<file path="src/rtl/serial_subtractor_8bit.sv">
// Bit-serial 8-bit subtractor: R = A - B, one bit per clock, LSB first, using one
// full-subtractor cell and a single borrow flop, with a start/busy/done handshake.
module serial_subtractor_8bit (
    input  logic clk,
    input  logic rst_n,
    input  logic start,
    input  logic A0,
    input  logic A1,
    input  logic A2,
    input  logic A3,
    input  logic A4,
    input  logic A5,
    input  logic A6,
    input  logic A7,
    input  logic B0,
    input  logic B1,
    input  logic B2,
    input  logic B3,
    input  logic B4,
    input  logic B5,
    input  logic B6,
    input  logic B7,
    output logic R0,
    output logic R1,
    output logic R2,
    output logic R3,
    output logic R4,
    output logic R5,
    output logic R6,
    output logic R7,
    output logic BORROW,
    output logic ZERO,
    output logic BUSY,
    output logic DONE
);

    localparam logic [1:0] ST_IDLE  = 2'd0;
    localparam logic [1:0] ST_SHIFT = 2'd1;
    localparam logic [1:0] ST_DONE  = 2'd2;

    logic [1:0] stateReg;
    logic [1:0] stateNext;
    logic [2:0] bitCntReg;
    logic [7:0] aShiftReg;
    logic [7:0] bShiftReg;
    logic [7:0] diffShiftReg;
    logic       borrowReg;
    logic [7:0] resultReg;
    logic       borrowFlagReg;
    logic       zeroFlagReg;

    logic [7:0] aIn;
    logic [7:0] bIn;
    logic       aBit;
    logic       bBit;
    logic       diffBit;
    logic       borrowNext;
    logic [7:0] diffComplete;
    logic       accept;
    logic       lastBit;

    assign aIn = {A7, A6, A5, A4, A3, A2, A1, A0};
    assign bIn = {B7, B6, B5, B4, B3, B2, B1, B0};

    // Full-subtractor cell operating on the current LSBs and the stored borrow.
    assign aBit       = aShiftReg[0];
    assign bBit       = bShiftReg[0];
    assign diffBit    = aBit ^ bBit ^ borrowReg;
    assign borrowNext = (~aBit & bBit) | (~(aBit ^ bBit) & borrowReg);

    // The final difference includes the bit being produced this cycle.
    assign diffComplete = {diffBit, diffShiftReg[7:1]};

    // start is only honoured outside SHIFT; DONE allows back-to-back launches.
    assign accept  = start && ((stateReg == ST_IDLE) || (stateReg == ST_DONE));
    assign lastBit = (stateReg == ST_SHIFT) && (bitCntReg == 3'd7);

    always_comb begin
        stateNext = stateReg;
        case (stateReg)
            ST_IDLE: begin
                if (start) begin
                    stateNext = ST_SHIFT;
                end
            end
            ST_SHIFT: begin
                if (bitCntReg == 3'd7) begin
                    stateNext = ST_DONE;
                end
            end
            ST_DONE: begin
                if (start) begin
                    stateNext = ST_SHIFT;
                end else begin
                    stateNext = ST_IDLE;
                end
            end
            default: begin
                stateNext = ST_IDLE;
            end
        endcase
    end

    always_ff @(posedge clk or negedge rst_n) begin
        if (!rst_n) begin
            stateReg      <= ST_IDLE;
            bitCntReg     <= 3'd0;
            aShiftReg     <= 8'd0;
            bShiftReg     <= 8'd0;
            diffShiftReg  <= 8'd0;
            borrowReg     <= 1'b0;
            resultReg     <= 8'd0;
            borrowFlagReg <= 1'b0;
            zeroFlagReg   <= 1'b0;
        end else begin
            stateReg <= stateNext;
            if (accept) begin
                aShiftReg    <= aIn;
                bShiftReg    <= bIn;
                diffShiftReg <= 8'd0;
                borrowReg    <= 1'b0;
                bitCntReg    <= 3'd0;
            end else if (stateReg == ST_SHIFT) begin
                aShiftReg    <= {1'b0, aShiftReg[7:1]};
                bShiftReg    <= {1'b0, bShiftReg[7:1]};
                diffShiftReg <= diffComplete;
                borrowReg    <= borrowNext;
                bitCntReg    <= bitCntReg + 3'd1;
            end
            // Visible results change only on completion, never mid-shift.
            if (lastBit) begin
                resultReg     <= diffComplete;
                borrowFlagReg <= borrowNext;
                zeroFlagReg   <= (diffComplete == 8'd0);
            end
        end
    end

    assign R0     = resultReg[0];
    assign R1     = resultReg[1];
    assign R2     = resultReg[2];
    assign R3     = resultReg[3];
    assign R4     = resultReg[4];
    assign R5     = resultReg[5];
    assign R6     = resultReg[6];
    assign R7     = resultReg[7];
    assign BORROW = borrowFlagReg;
    assign ZERO   = zeroFlagReg;
    assign BUSY   = (stateReg == ST_SHIFT);
    assign DONE   = (stateReg == ST_DONE);

endmodule

</file>
<file path="config.mk">
export PLATFORM = sky130hd
export DESIGN_NAME = serial_subtractor_8bit
export DESIGN_NICKNAME = d
export VERILOG_FILES = /design/src/rtl/serial_subtractor_8bit.sv
export SDC_FILE = /design/constraint.sdc
export NUM_CORES = 1
export LEC_CHECK = 0
export BUFFER_PORTS_ARGS = -buffer_cell sky130_fd_sc_hd__buf_4
export CORE_UTILIZATION = 47
export CTS_CLUSTER_DIAMETER = 120
export CTS_CLUSTER_SIZE = 30
export DETAILED_ROUTE_END_ITERATION = 8
export HOLD_SLACK_MARGIN = 0.06
export PLACE_DENSITY = 0.72
export SLEW_MARGIN = 10
export SYNTH_ARGS = -nofsm -noshare
export SYNTH_HDL_FRONTEND = slang
export SYNTH_SLANG_ARGS = --single-unit
</file>
<file path="constraint.sdc">
create_clock -name clk -period 1.8 [get_ports clk]
set_clock_uncertainty 0.2 [all_clocks]
set_input_delay 0.36 -clock clk [delete_from_list [all_inputs] [get_ports clk]]
set_output_delay 0.36 -clock clk [all_outputs]
set_load 0.02 [all_outputs]
</file>
# [Yosys cells after proc, flatten, opt, wreduce, memory -nomap -nowiden]
# Index checks and enable logic that the tools add are counted.
[word_totals] register_bits=40 output_inout_bits=12
[classes] addsub=1 n_eq_ne=5 mux=14 n_bitwise=7 reduce_logical=7
[ops] op="2-to-1 mux 8 bit" n=6
[ops] op="logical NOT 8 bit" n=1
[ops] op="2-to-1 mux 3 bit" n=2
[ops] op="case mux 2 bit (3 select lines)" n=1
[ops] op="2-to-1 mux 2 bit" n=2
[ops] op="adder 3 x 1 -> 3 bit (second input constant)" n=1
[ops] op="equality test 3 bit (second input constant)" n=1
[ops] op="2-to-1 mux 1 bit" n=3
[ops] op="AND 1 bit" n=2
[ops] op="equality test 2 x 1 -> 1 bit (second input constant)" n=1
[ops] op="equality test 2 bit (second input constant)" n=1
[ops] op="logical AND 1 bit" n=2
[ops] op="logical NOT 2 bit" n=1
[ops] op="inequality test 2 x 1 -> 1 bit (second input constant)" n=1
[ops] op="inequality test 2 bit (second input constant)" n=1
[ops] op="inverter 1 bit" n=2
[ops] op="AND reduction 2 bit" n=1
[ops] op="nonzero test 2 bit" n=1
[ops] op="bitwise XOR 1 bit" n=2
[ops] op="logical OR 1 bit" n=1
[ops] op="OR 1 bit" n=1

# [Depth between registers and ports, before layout]
# Gate-level depths: netlist of the first run.
[logic_depth] word_depth=6 mapped_depth=6 ltp_nobuf=5

# [Worst setup path after synthesis of the first run]
# Ideal clock, no wire load.
[synth_timing] kind="reg2reg" start="register bitCntReg[0]" end="register resultReg[3]" arrival_ps=1425 t_required_ps=1475 slack_ps=50 path_stages_with_launch=6 path_buffers=1 path_cell_list="dfrtp_1 > ha_1 > ha_1 > nand3b_1 > buf_2 > mux2_2"
[synth_between] elab_chain_len=2
[synth_lines] item="start: declaration" line="43" rtl="logic [2:0] bitCntReg;"
[synth_lines] item="start signal: assignment" line="128" rtl="bitCntReg <= bitCntReg + 3'd1;"
[synth_lines] item="equality test 3 bit" line="76" rtl="assign lastBit = (stateReg == ST_SHIFT) && (bitCntReg == 3'd7);"
[synth_lines] item="logical AND 1 bit" line="76"
[synth_lines] item="end signal: assignment" line="132" rtl="resultReg <= diffComplete;"
[synth_lines] item="end: declaration" line="48" rtl="logic [7:0] resultReg;"
# Every way passes these cells.
# A chain may end at the register's enable or synchronous reset.

# [Worst setup path after layout of the first run]
[layout_timing] start="register bitCntReg[0]" end="register resultReg[7]"
# The elaborated chain is that of the path after synthesis.

==> impl_metrics.yaml, run 1 <==
placement:
  port_buffers: 30
  pre_cts_ws_ns: 0.0719
  dp_hpwl_um: 2070
  gp_congestion: 0.729
  place_inst: 192
hold_path:
  hold_path.startpoint: "B3"
  hold_class: "in2reg"
  min_path_cells: 3
synthesis:
  synthArstFlopShare_pct: 100
  ys_types: 25
  ys_ff_latch: 39
  syn_area_um2: 1610
  synthTopCellsByArea: "dfrtp_1, a22o_1, mux2_2"
  synthFlopType: "dfrtp_1"
  yosys_warnings: 0
  yosysMostFrequentCell: "dfrtp_1"
  synth_enable_flop_cells: 0
  postSynthCellCount: 120
  seq_area_frac_synth_pct: 60.5
  synth_area_per_cell_um2: 13.5
  synthTopCellsByCount: "dfrtp_1, a22o_1, a21o_1, mux2_2, nand2_1"
  synth_fp_nets: 142
  yosysTopAreaCell: "dfrtp_1"
  synth_top_area_share_pct: 60.5
timing:
  report.final.slew_viol_count: 0
  finalSetupViolCount: 0
  hold_viol: 0
  max_freq_ghz: 0.575
  maxSlewHeadroom_pct: 67.9
  rsz0062_at_grt: "no"
  layout_min_cycle_time_ns: 1.74
  finalSetupTns_ns: 0
  worst_pin_slew_ns: 0.482
  timing.final.crit_share_pct: 96.7
  final.setup.worst_slack_ns: 0.0602
power:
  combinationalPowerShare_pct: 45.2
  peakVddDrop_uv: 783
  p_sw_share_pct: 36.7
  p_seq_share_pct: 42.6
  clkPwrFrac_pct: 12.2
  power-per-cell-area_nw_per_um2: 1730
  switchingPower_w: 0.00130
  p_leak_nw: 1.04
  internal_power_w: 0.00225
layout:
  nets: 187
  area_growth_syn_to_layout_pct: 27.1
  utilization_pct: 65.1
  stdcell_count: 210
  drive_gt1_share_pct: 34.9
  antenna_cells: 0
drt:
  drt_iter0_drc: 16
  drc: 0
  wl_um: 3100
  wl_per_cell_um: 14.7
  first_pass_iters: 4
  routed_via_density: 5.30
  vias: 1112
  postRouteAntennaNets: 0
floorplanning:
  core_area_um2: 3150
  chipHeight_um: 60.6
  die_x_um: 60.6
  rows: 20
  fp.dieArea_um2: 3670
  initial_core_util_pct: 51.2
  ios: 31
clocking:
  h-tree-depth: 2
  clock_sinks: 39
  cts_tree: "built"
  clock_latency_ns: 0.35
  max-clock-path-buffers: 2
  root_buffer: "clkbuf_4"
  cts_buffers: 5
  clkTransAtPathRegs_ns: 0.11
setup_path:
  path_cells: "ha_1 > ha_1 > nand3b_1 > buf_12 > mux2_2"
  critPathArrivalTime_ns: 1.78
  cp_slowest_cell: "dfrtp_1"
  startpoint_type: "flop"
  r2r_cells: 5
  crit_type: "reg2reg"
  cp_max_fo: 13
  cp-end-kind: "flop"
  cpMostUsedCell: "ha_1"
  cp.required_ns: 1.84
  crit_start: "bitCntReg[0]$_DFFE_PN0P_"
  max_stage_delay_ns: 0.41
  rr_startpoint: "bitCntReg[0]$_DFFE_PN0P_"
grt:
  antenna_found_initial: 0
  grt_max_degree: 40
  grtUsageTotal_pct: 19.9
  first_global_vias: 1127
  grt_pass1_wl_um: 5150
  overflow: 0
job:
  cap_violations: 0
outcome:
  outcome: "completed"
metrics by stage:
stage / hold WS (ns) / area [um^2] / power [W]
detailed placement: 0.154 / 1900 / 0.00309
finish: 0.0966 / 2050 / 0.00355
global placement: 0.147 / 1900 / 0.00302
floorplan: -0.136 / 1610 / 0.00261
CTS: 0.0771 / 2050 / 0.00359
global route: 0.0787 / 2050 / 0.00382
final timing paths:
path / endpoint / slack (ns)
worst max-delay path: resultReg[7]$_DFFE_PN0P_ / 0.06
worst min-delay path: bShiftReg[3]$_DFFE_PN0P_ / 0.1
worst max register to register: resultReg[7]$_DFFE_PN0P_ / 0.06
worst min register to register: aShiftReg[1]$_DFFE_PN0P_ / 0.29
max in group asynchronous: resultReg[4]$_DFFE_PN0P_ / 0.75
min in group asynchronous: aShiftReg[4]$_DFFE_PN0P_ / 0.32
sequential cells by signal (all words and copies together) (netlist names):
signal / count
ZERO: 1
resultReg: 8
stateReg: 2
diffShiftReg: 7
BORROW: 1
bShiftReg: 8
aShiftReg: 8
bitCntReg: 3
borrowReg: 1
worst max-delay path, delay by kind of cell (launching register included):
family	cells	cell delay [ns]
muxes	1	0.34
DFF	1	0.41
adders and majority gates	2	0.41
and+or+nand+nor	1	0.13
buffers and inverters	1	0.15
final cells by class:
cell class / count / area, um^2
clock buffer: 6 / 41.3
clock inverter: 2 / 12.5
fill: 261 / 1100
inverter: 4 / 17.5
multi-input combinational: 69 / 572
sequential: 39 / 976
tap: 44 / 55.1
timing repair buffer: 45 / 370
timing repair inverter: 1 / 7.51
routing by layer:
layer / track usage (%) / up-vias / share of wire [%]
met5: 0 / - / 0
met4: 7.47 / 0 / 1.6
met3: 7.25 / 5 / 5.2
met2: 34.2 / 30 / 51
met1: 22.9 / 550 / 42
li1: - / 527 / -
cells by family after synthesis:
logic type / count (synthesis) / synth area share (%)
simple gates: 15 / 4.88
buf+inv: 12 / 4.57
fa+ha+maj: 3 / 2.79
flops: 39 / 60.5
compound gates: 38 / 18.5
mux: 13 / 8.76
cells in the final DEF (no fill, tap or decap), types with 2 or more instances in the layout:
cell type / n
a21o_1: 9
a22o_1: 20
buf_4: 36
clkbuf_4: 5
clkinvlp_4: 2
dfrtp_1: 39
dlygate4sd3_1: 8
ha_1: 2
inv_1: 3
mux2_2: 9
mux2i_1: 4
nand2_1: 7
nor4_1: 2
o21ai_0: 6
repair_timing:
item | CTS | global route
gates resized for setup | 1 | 1
endpoints found under the setup margin | 1 | 1
endpoints found under the hold margin | 46 | 0
hold buffers | 8 | 0
setup buffers | 1 | 0
cloned | 1 | 0
power by group through the flow:
stage,clock (W),combinational [W],sequential (W)
finish,0.000433,0.00161,0.00151
global route,0.000490,0.00177,0.00156
CTS,0.000456,0.00162,0.00151
detailed placement,0,0.00156,0.00153
global placement,0,0.00150,0.00151
floorplan,0,0.00103,0.00159
(Power assumes the default switching activity.)
==> run 2: changes to the inputs <==
Settings changed: CORE_UTILIZATION 47 to 48, PLACE_DENSITY 0.72 to 0.74.
==> impl_metrics.yaml, run 2 (synthesis results as in run 1) <==
outcome:
  outcome: "completed"
power:
  peakVddDrop_uv: 819
  p_leak_nw: 1.07
  power-per-cell-area_nw_per_um2: 1760
setup_path:
  cp-end-kind: "output pin"
  cp_max_fo: 13
  crit_type: "reg2out"
  r2r_cells: 5
  cp.required_ns: 1.24
  crit_start: "stateReg[1]$_DFFE_PN0P_"
  regToRegEndpoint: "resultReg[2]$_DFFE_PN0P_"
  startpoint_type: "flop"
  rr_startpoint: "bitCntReg[0]$_DFFE_PN0P_"
  critPathArrivalTime_ns: 1.17
  reg2reg_slack_ns: 0.09
drt:
  postRouteAntennaNets: 0
  drt_iter0_drc: 17
  vias: 1116
  first_pass_iters: 4
  wl_per_cell_um: 14.2
  wl_um: 2990
  routed_via_density: 5.31
  drc: 0
placement:
  port_buffers: 30
  dp_hpwl_um: 1860
  gp_congestion: 0.703
  pre_cts_ws_ns: 0.00619
hold_path:
  hold_path.startpoint: "B4"
  hold_class: "in2reg"
  holdPathEnd: "bShiftReg[4]$_DFFE_PN0P_"
  min_path_cells: 3
timing:
  rsz0062_at_grt: "no"
  hold_viol: 0
  final.setup.worst_slack_ns: 0.0695
  max_freq_ghz: 0.578
  worst_pin_slew_ns: 0.477
  report.final.slew_viol_count: 0
  finalSetupViolCount: 0
  layout_min_cycle_time_ns: 1.73
  timing.final.crit_share_pct: 96.1
  maxSlewHeadroom_pct: 68.2
  finalSetupTns_ns: 0
grt:
  first_global_vias: 1098
  grt_pass1_wl_um: 4970
  grt_max_degree: 40
  overflow: 0
  grtUsageTotal_pct: 19.5
  antenna_found_initial: 0
clocking:
  clock_latency_ns: 0.35
  h-tree-depth: 2
  cts_tree: "built"
  max-clock-path-buffers: 2
  root_buffer: "clkbuf_4"
  clock_sinks: 39
  cts_buffers: 5
  clkTransAtPathRegs_ns: 0.11
layout:
  seq_area_um2: 977
  fillers: 265
  final_common_cell: "dfrtp_1"
  multi_input_area_um2: 586
  nets: 187
  antenna_cells: 0
  drive_gt1_share_pct: 36.7
  area_growth_syn_to_layout_pct: 30.9
  final_cell_mix: "dfrtp_1, buf_4, a22o_1"
  reg_top3: "aShiftReg (8), bShiftReg (8), resultReg (8)"
floorplanning:
  initial_core_util_pct: 51.6
  core_area_um2: 3130
  chipHeight_um: 60.0
  ios: 31
  rows: 20
  die_x_um: 60.0
  fp.dieArea_um2: 3600
job:
  cap_violations: 0
[run 2: layout make-up]
cell class	count	share of cell area (%)
clock buffer	8	3.26
sequential	39	46.2
inverter	4	0.947
tap	44	2.61
multi-input combinational	69	27.7
timing repair buffer	46	19.2
[run 2: worst max-delay path, stage by stage, from the launching register on]
cell and delay [ns]:
dfrtp_1 0.40, nand2b_4 0.17, inv_6 0.12, buf_6 0.13
[run 2: how the worst max path moves through the flow]
stage | end | slack [ns] | cells after the start
2_1_floorplan | resultReg[3]$_DFFE_PN0P_ | 0.05 | 5
3_3_place_gp | bitCntReg[0]$_DFFE_PN0P_ | 0.01 | 4
3_5_place_dp | bitCntReg[0]$_DFFE_PN0P_ | 0.006 | 4
4_1_cts | bitCntReg[0]$_DFFE_PN0P_ | 0.005 | 4
5_1_grt | resultReg[2]$_DFFE_PN0P_ | 0.02 | 5
6_report | BUSY | 0.07 | 3
[run 2: metrics by stage]
| stage | cells | total power (W) | utilization, % | hold WS [ns] | area [um^2] |
|---|---|---|---|---|---|
| after floorplan | 120 | 0.00261 | - | -0.136 | 1610 |
| after global placement | 190 | 0.00297 | 60.1 | 0.151 | 1880 |
| after global routing | 210 | 0.00397 | 67.6 | 0.102 | 2110 |
| final | 210 | 0.00371 | 67.6 | 0.0969 | 2110 |
| after detailed placement | 190 | 0.00304 | 60.1 | 0.156 | 1880 |
| after CTS | 208 | 0.00374 | 67.0 | 0.0868 | 2090 |
[run 2: where the power goes]
part | leakage, nW | internal (W) | switching (W)
registers | 0.492 | 0.00127 | 0.000246
logic | 0.536 | 0.000925 | 0.000767
clock network | 0.0386 | 0.000230 | 0.000278
[run 2: timing repair]
item                       in CTS  in global routing
hold buffers                    8                  0
hold endpoints to repair       46                  0
setup endpoints to repair       2                 29
gates cloned                    1                  0
resized for setup               6                  5
buffers inserted                1                  3
[run 2: per-layer routing]
metal / global-route usage (%) / wire length, um / up-vias
met5: 0 / 0 / -
met4: 6.98 / 45 / 0
met3: 6.28 / 163 / 7
met2: 33.3 / 1500 / 28
met1: 22.9 / 1280 / 554
li1: - / - / 527
